## config.mk

```make
export PLATFORM = sky130hd
export DESIGN_NAME = jt7759_romcache_flat
export DESIGN_NICKNAME = d
export VERILOG_FILES = /design/src/rtl/jt7759_romcache_if.sv /design/src/rtl/jt7759_romcache.sv /design/src/flat_wrapper.sv
export SDC_FILE = /design/constraint.sdc
export NUM_CORES = 1
export LEC_CHECK = 0
export ABC_AREA = 1
export CAP_MARGIN = 25
export CORE_MARGIN = 4
export CORE_UTILIZATION = 25
export CTS_BUF_LIST = sky130_fd_sc_hd__clkbuf_8
export DETAILED_ROUTE_END_ITERATION = 6
export GPL_TIMING_DRIVEN = 0
export PLACE_DENSITY_LB_ADDON = 0.2
export SLEW_MARGIN = 20
export SYNTH_ARGS = -nofsm -noshare
export SYNTH_HDL_FRONTEND = slang
export SYNTH_SLANG_ARGS = --single-unit
```

## constraint.sdc

```tcl
create_clock -name clk -period 1.82 [get_ports clk]
set_clock_uncertainty 0.15 [all_clocks]
set_input_delay 0.182 -clock clk [delete_from_list [all_inputs] [get_ports clk]]
set_output_delay 0.182 -clock clk [all_outputs]
set_load 0.1 [all_outputs]
```

## src/rtl/jt7759_romcache_if.sv

```systemverilog
// Bus bundle for jt7759_romcache: ADPCM ROM-port request side and 32-bit memory side.
// slave modport is the cache; master modport is whatever drives requests and memory.
interface jt7759_romcache_if;
  logic        flush;
  logic        cs_in;
  logic [16:0] addr_in;
  logic [7:0]  data_out;
  logic        ok_out;
  logic        mem_cs;
  logic [14:0] mem_addr;
  logic [31:0] mem_data;
  logic        mem_ok;

  modport slave (
    input  flush, cs_in, addr_in, mem_data, mem_ok,
    output data_out, ok_out, mem_cs, mem_addr
  );

  modport master (
    output flush, cs_in, addr_in, mem_data, mem_ok,
    input  data_out, ok_out, mem_cs, mem_addr
  );
endinterface

```

## src/rtl/jt7759_romcache.sv

```systemverilog
// Single-line 32-bit word cache in front of the JT7759 ADPCM ROM port.
// Optional macro JT7759_CACHE_PREFETCH_EN adds a prefetch buffer that fetches the next word
// (tag+1, wrapping) after every demand fill or promotion.
module jt7759_romcache (
  input  logic                    clk,
  input  logic                    rst,
  jt7759_romcache_if.slave        bus
);

`ifdef JT7759_CACHE_PREFETCH_EN
  typedef enum logic [1:0] {StIdle, StFetch, StPref} state_e;
`else
  typedef enum logic [1:0] {StIdle, StFetch} state_e;
`endif

  state_e      state_q, state_d;
  logic        valid_q, valid_d;
  logic [14:0] tag_q, tag_d;
  logic [31:0] data_q, data_d;
  logic        mem_cs_q, mem_cs_d;
  logic [14:0] mem_addr_q, mem_addr_d;
  // Set once mem_cs has been high for a full cycle of the current request; masks stale mem_ok.
  logic        armed_q, armed_d;

  logic [14:0] req_word;
  logic        hit;
  logic        accept;

  assign req_word = bus.addr_in[16:2];
  assign accept   = bus.mem_ok & mem_cs_q & armed_q;
  assign armed_d  = mem_cs_q & ~accept;

  // Main line is only unavailable while it is being refilled; a prefetch only writes the
  // prefetch buffer, so the main line keeps serving hits during it.
  assign hit = bus.cs_in & valid_q & (tag_q == req_word) & (state_q != StFetch) & ~rst;

`ifdef JT7759_CACHE_PREFETCH_EN
  logic        pref_valid_q, pref_valid_d;
  logic [14:0] pref_tag_q, pref_tag_d;
  logic [31:0] pref_data_q, pref_data_d;
  logic        pref_hit;

  assign pref_hit = pref_valid_q & (pref_tag_q == req_word);
`endif

  // Next-state logic: miss handling, fill acceptance and flush.
  always_comb begin
    state_d    = state_q;
    valid_d    = valid_q;
    tag_d      = tag_q;
    data_d     = data_q;
    mem_cs_d   = mem_cs_q;
    mem_addr_d = mem_addr_q;
`ifdef JT7759_CACHE_PREFETCH_EN
    pref_valid_d = pref_valid_q;
    pref_tag_d   = pref_tag_q;
    pref_data_d  = pref_data_q;
`endif
    unique case (state_q)
      StIdle: begin
        if (bus.cs_in && !hit) begin
          state_d    = StFetch;
          mem_cs_d   = 1'b1;
          mem_addr_d = req_word;
`ifdef JT7759_CACHE_PREFETCH_EN
          if (pref_hit) begin
            valid_d      = 1'b1;
            tag_d        = pref_tag_q;
            data_d       = pref_data_q;
            pref_valid_d = 1'b0;
            state_d      = StPref;
            mem_addr_d   = pref_tag_q + 15'd1;
          end
`endif
        end
      end
      StFetch: begin
        if (accept) begin
          data_d  = bus.mem_data;
          tag_d   = mem_addr_q;
          valid_d = 1'b1;
`ifdef JT7759_CACHE_PREFETCH_EN
          // Keep mem_cs up and roll straight into the next-word prefetch.
          state_d    = StPref;
          mem_addr_d = mem_addr_q + 15'd1;
`else
          state_d  = StIdle;
          mem_cs_d = 1'b0;
`endif
        end
      end
`ifdef JT7759_CACHE_PREFETCH_EN
      StPref: begin
        if (accept) begin
          pref_data_d  = bus.mem_data;
          pref_tag_d   = mem_addr_q;
          pref_valid_d = 1'b1;
          mem_cs_d     = 1'b0;
          state_d      = StIdle;
        end
      end
`endif
      default: state_d = StIdle;
    endcase
    // Flush wins over a simultaneous fill but never aborts an outstanding fetch.
    if (bus.flush) begin
      valid_d = 1'b0;
`ifdef JT7759_CACHE_PREFETCH_EN
      pref_valid_d = 1'b0;
`endif
    end
  end

  // State and line registers.
  always_ff @(posedge clk) begin
    if (rst) begin
      state_q    <= StIdle;
      valid_q    <= 1'b0;
      tag_q      <= '0;
      data_q     <= '0;
      mem_cs_q   <= 1'b0;
      mem_addr_q <= '0;
      armed_q    <= 1'b0;
`ifdef JT7759_CACHE_PREFETCH_EN
      pref_valid_q <= 1'b0;
      pref_tag_q   <= '0;
      pref_data_q  <= '0;
`endif
    end else begin
      state_q    <= state_d;
      valid_q    <= valid_d;
      tag_q      <= tag_d;
      data_q     <= data_d;
      mem_cs_q   <= mem_cs_d;
      mem_addr_q <= mem_addr_d;
      armed_q    <= armed_d;
`ifdef JT7759_CACHE_PREFETCH_EN
      pref_valid_q <= pref_valid_d;
      pref_tag_q   <= pref_tag_d;
      pref_data_q  <= pref_data_d;
`endif
    end
  end

  // Little-endian byte select from the main line.
  always_comb begin
    bus.data_out = data_q[7:0];
    unique case (bus.addr_in[1:0])
      2'd0: bus.data_out = data_q[7:0];
      2'd1: bus.data_out = data_q[15:8];
      2'd2: bus.data_out = data_q[23:16];
      2'd3: bus.data_out = data_q[31:24];
      default: bus.data_out = data_q[7:0];
    endcase
  end

  assign bus.ok_out   = hit;
  assign bus.mem_cs   = mem_cs_q;
  assign bus.mem_addr = mem_addr_q;

endmodule

```

## src/flat_wrapper.sv

```systemverilog
// flat-port wrapper written by rule: the top's interface ports become plain ports
module jt7759_romcache_flat 
  (clk, rst, bus_flush, bus_cs_in, bus_addr_in, bus_mem_data, bus_mem_ok, bus_data_out, bus_ok_out, bus_mem_cs, bus_mem_addr);
  jt7759_romcache_if bus_i ();
  input  logic clk;
  input  logic rst;
  input wire logic [$bits(bus_i.flush)-1:0] bus_flush;
  input wire logic [$bits(bus_i.cs_in)-1:0] bus_cs_in;
  input wire logic [$bits(bus_i.addr_in)-1:0] bus_addr_in;
  input wire logic [$bits(bus_i.mem_data)-1:0] bus_mem_data;
  input wire logic [$bits(bus_i.mem_ok)-1:0] bus_mem_ok;
  output wire logic [$bits(bus_i.data_out)-1:0] bus_data_out;
  output wire logic [$bits(bus_i.ok_out)-1:0] bus_ok_out;
  output wire logic [$bits(bus_i.mem_cs)-1:0] bus_mem_cs;
  output wire logic [$bits(bus_i.mem_addr)-1:0] bus_mem_addr;
  assign bus_i.flush = bus_flush;
  assign bus_i.cs_in = bus_cs_in;
  assign bus_i.addr_in = bus_addr_in;
  assign bus_i.mem_data = bus_mem_data;
  assign bus_i.mem_ok = bus_mem_ok;
  assign bus_data_out = bus_i.data_out;
  assign bus_ok_out = bus_i.ok_out;
  assign bus_mem_cs = bus_i.mem_cs;
  assign bus_mem_addr = bus_i.mem_addr;
  jt7759_romcache u_core (.clk(clk), .rst(rst), .bus(bus_i));
endmodule
```

==> flow_summary.toml <==
[status]
status = "finished, violations left"
violations = "setup timing"

[cells_and_area]
fillCellCount = 1232
final_cells = 665
final_area_um2 = 4220
fin_nets = 571
final_layout_size_suffix_gt1_share_pct = 13.8
area_delta_synth_final_pct = 45.1
multi_input_area_um2 = 1310
num_antenna_cells = 0
ff_latch_area_um2 = 1310

[clocking]
cts_tree = "yes"
cts_buffers = 9
clk_pin_slew_ns = 0.07
clock_path_buffers = 2
clkSinkCount = 65
h-tree-depth = 3
cts_root_buffer = "clkbuf_8"
clk_latency_ns = 0.35

[setup_path]
cp_max_fo = 3
required_ns = 1.49
r2r_start = "u_core.tag_q[10]$_SDFFE_PP0P_"
end_kind = "primary output"
critPathLaunch = "rst"
cp_data_arrival_time_ns = 1.53
critPathLaunchType = "input pin"
critPathKind = "in2out"
r2r_slack_ns = 0.17

[global_routing]
grt_pass1_wl_um = 14800
grt_pass1_vias = 2944
gr-usage-all-layers_pct = 14.3
grt_overflow = 0
antenna_found_initial = 0
grt_start_max_net_pins = 14

[placement]
placed_cell_area_um2 = 3880
dp_hpwl_um = 6960
gp_congestion = 0.830
dp_cells = 647
io_buffer_count = 78

[power]
cellLeakagePower_nw = 1.64
ir_worst_vdd_mv = 0.317
power.density_nw_per_um2 = 878

[drt]
vias_per_cell = 4.49
top_layer_used = "met4"
drc_errors = 0
met2WireLength_um = 4220
firstDrtPassIters = 4
wl_per_cell_um = 14.0
drt_iter0_drc = 142
drtAntennaViolNets = 0
routed_wl_um = 9300
num_vias = 2985
dr_wl_met3_um = 519
wl_met1_um = 4440

[sta]
setup_viol = 1
hold_violations = 0
rsz0062_at_grt = "yes"
max_freq_mhz = 538
period_share_pct = 102
period_needed_ns = 1.86
worstMarginPinSlew_ns = 0.557
slew_headroom_pct = 62.9
setup_ws_ns = -0.0371
drv_slew = 0

[die]
design.core.area_um2 = 11400
num_io_pins = 79
dieArea_um2 = 13400
start_util_pct = 25.5
rows = 39
die_w_um = 116
die_y_um = 116

[yosys]
synthesis.area_um2 = 2910
yosys.area.top_type_share_pct = 44.7
syn_avg_cell_area_um2 = 6.83
yosysTopAreaCell = "dfxtp_1"
yosys-top-cells-area = "dfxtp_1, nand2_1, a21oi_1, inv_1, o21ai_0"
yosysUniqueCellTypes = 20
synthCells = 426
yosysWarnings = 0
ys_seq_area_share_pct = 44.7
ys_ff_latch = 65
syn_nets = 480

[job]
maxCapViolCount = 0

[hold_path]
min_from = "bus_addr_in[13]"
hold_path_class = "in2reg"
repair_timing:
item | 4_1_cts | 5_1_grt
setup buffers | 2 | 0
pin swaps | 4 | 3
hold buffers | 0 | 0
endpoints found under the setup margin | 25 | 2
gates resized for setup | 133 | 7
worst paths after layout:
kind                                               end  depth (start not counted)
setup / recovery                            bus_ok_out                          7
hold / removal    u_core.bus.mem_addr[11]$_SDFFE_PP0P_                          5
setup reg to reg  u_core.bus.mem_addr[11]$_SDFFE_PP0P_                         11
hold reg to reg         u_core.data_q[13]$_SDFFE_PP0P_                          2
metal layers:
layer  vias to the layer above  global-route usage, %
met5                         -                      0
met4                         0                   4.49
met3                        11                   3.60
met2                        75                   22.5
met1                      1348                   19.2
li1                       1551                      -
layout by cell type, fill, tap and decap left out, drive strengths merged:
cell type      instances
nand4                  5
a211oi                 1
o21ai                 47
a21oi                 62
nor2                  33
nor4                   1
clkdlybuf4s15         17
buf                   21
dlygate4sd2            2
o2111ai                8
inv                   70
clkinv                 2
dfxtp                 65
clkinvlp               1
clkbuf                21
clkdlybuf4s50         48
dlymetal6s2s           2
bufinv                 2
nor3                   1
nand2                 95
nand3                 18
area by class of cell:
class                           count  share of cell area [%]
Multi-Input combinational cell    271                    31.1
Inverter                           68                    6.05
Clock inverter                      7                    2.40
Clock buffer                        9                    2.94
Tap cell                          143                    4.24
Sequential cell                    65                    31.0
Timing Repair Buffer               80                    19.9
Buffer                             22                    2.46
logic make-up (layout without fill, tap and decap cells):
group | count (synthesis) | in the layout | share of synthesized area (%)
buffers and inverters | 90 | 186 | 12.3
and+or+nand+nor | 153 | 153 | 21.5
AOI/OAI and AO/OA | 118 | 118 | 21.4
DFF | 65 | 65 | 44.7
cells in the mapped netlist:
master / n
a211oi_1: 1
a21oi_1: 62
buf_1: 3
buf_2: 5
buf_6: 2
clkbuf_1: 12
clkinv_1: 1
dfxtp_1: 65
inv_1: 67
nand2_1: 94
nand2_2: 1
nand3_1: 18
nand4_1: 5
nor2_1: 31
nor2_2: 1
nor2_4: 1
nor3_1: 1
nor4_1: 1
o2111ai_1: 8
o21ai_0: 47
registers in the layout, indices dropped and copies added (netlist names):
signal               flops
u_core.armed_q           1
u_core.bus.mem_addr     15
u_core.data_q           32
u_core.state_q           1
u_core.tag_q            15
u_core.valid_q           1
through the flow:
stage	utilization (%)	worst slack (ns)	power, mW	TNS, ns	hold WS [ns]
2_1_floorplan	-	-0.382	2.04	-3.05	0.105
5_1_grt	37.0	-0.140	3.87	-0.140	0.117
3_3_place_gp	34.0	-1.19	2.31	-14.53	0.285
4_1_cts	36.9	-0.0865	3.74	-0.0865	0.197
3_5_place_dp	34.0	-1.19	2.31	-14.26	0.287
6_report	37.0	-0.0371	3.71	-0.0371	0.0917
worst max-delay path: stages:
cell             delay, ns
clkdlybuf4s50_1       0.49
nor2_4                0.17
nand2_1               0.07
nor3_2                0.19
nand2_1               0.12
nor2_4                0.13
buf_12                0.18
power by group:
part           switching (mW)  internal, mW
clock network           0.638         0.788
logic                   0.508         0.245
registers              0.0431          1.49
No activity file was read; power rests on OpenSTA's default activity.
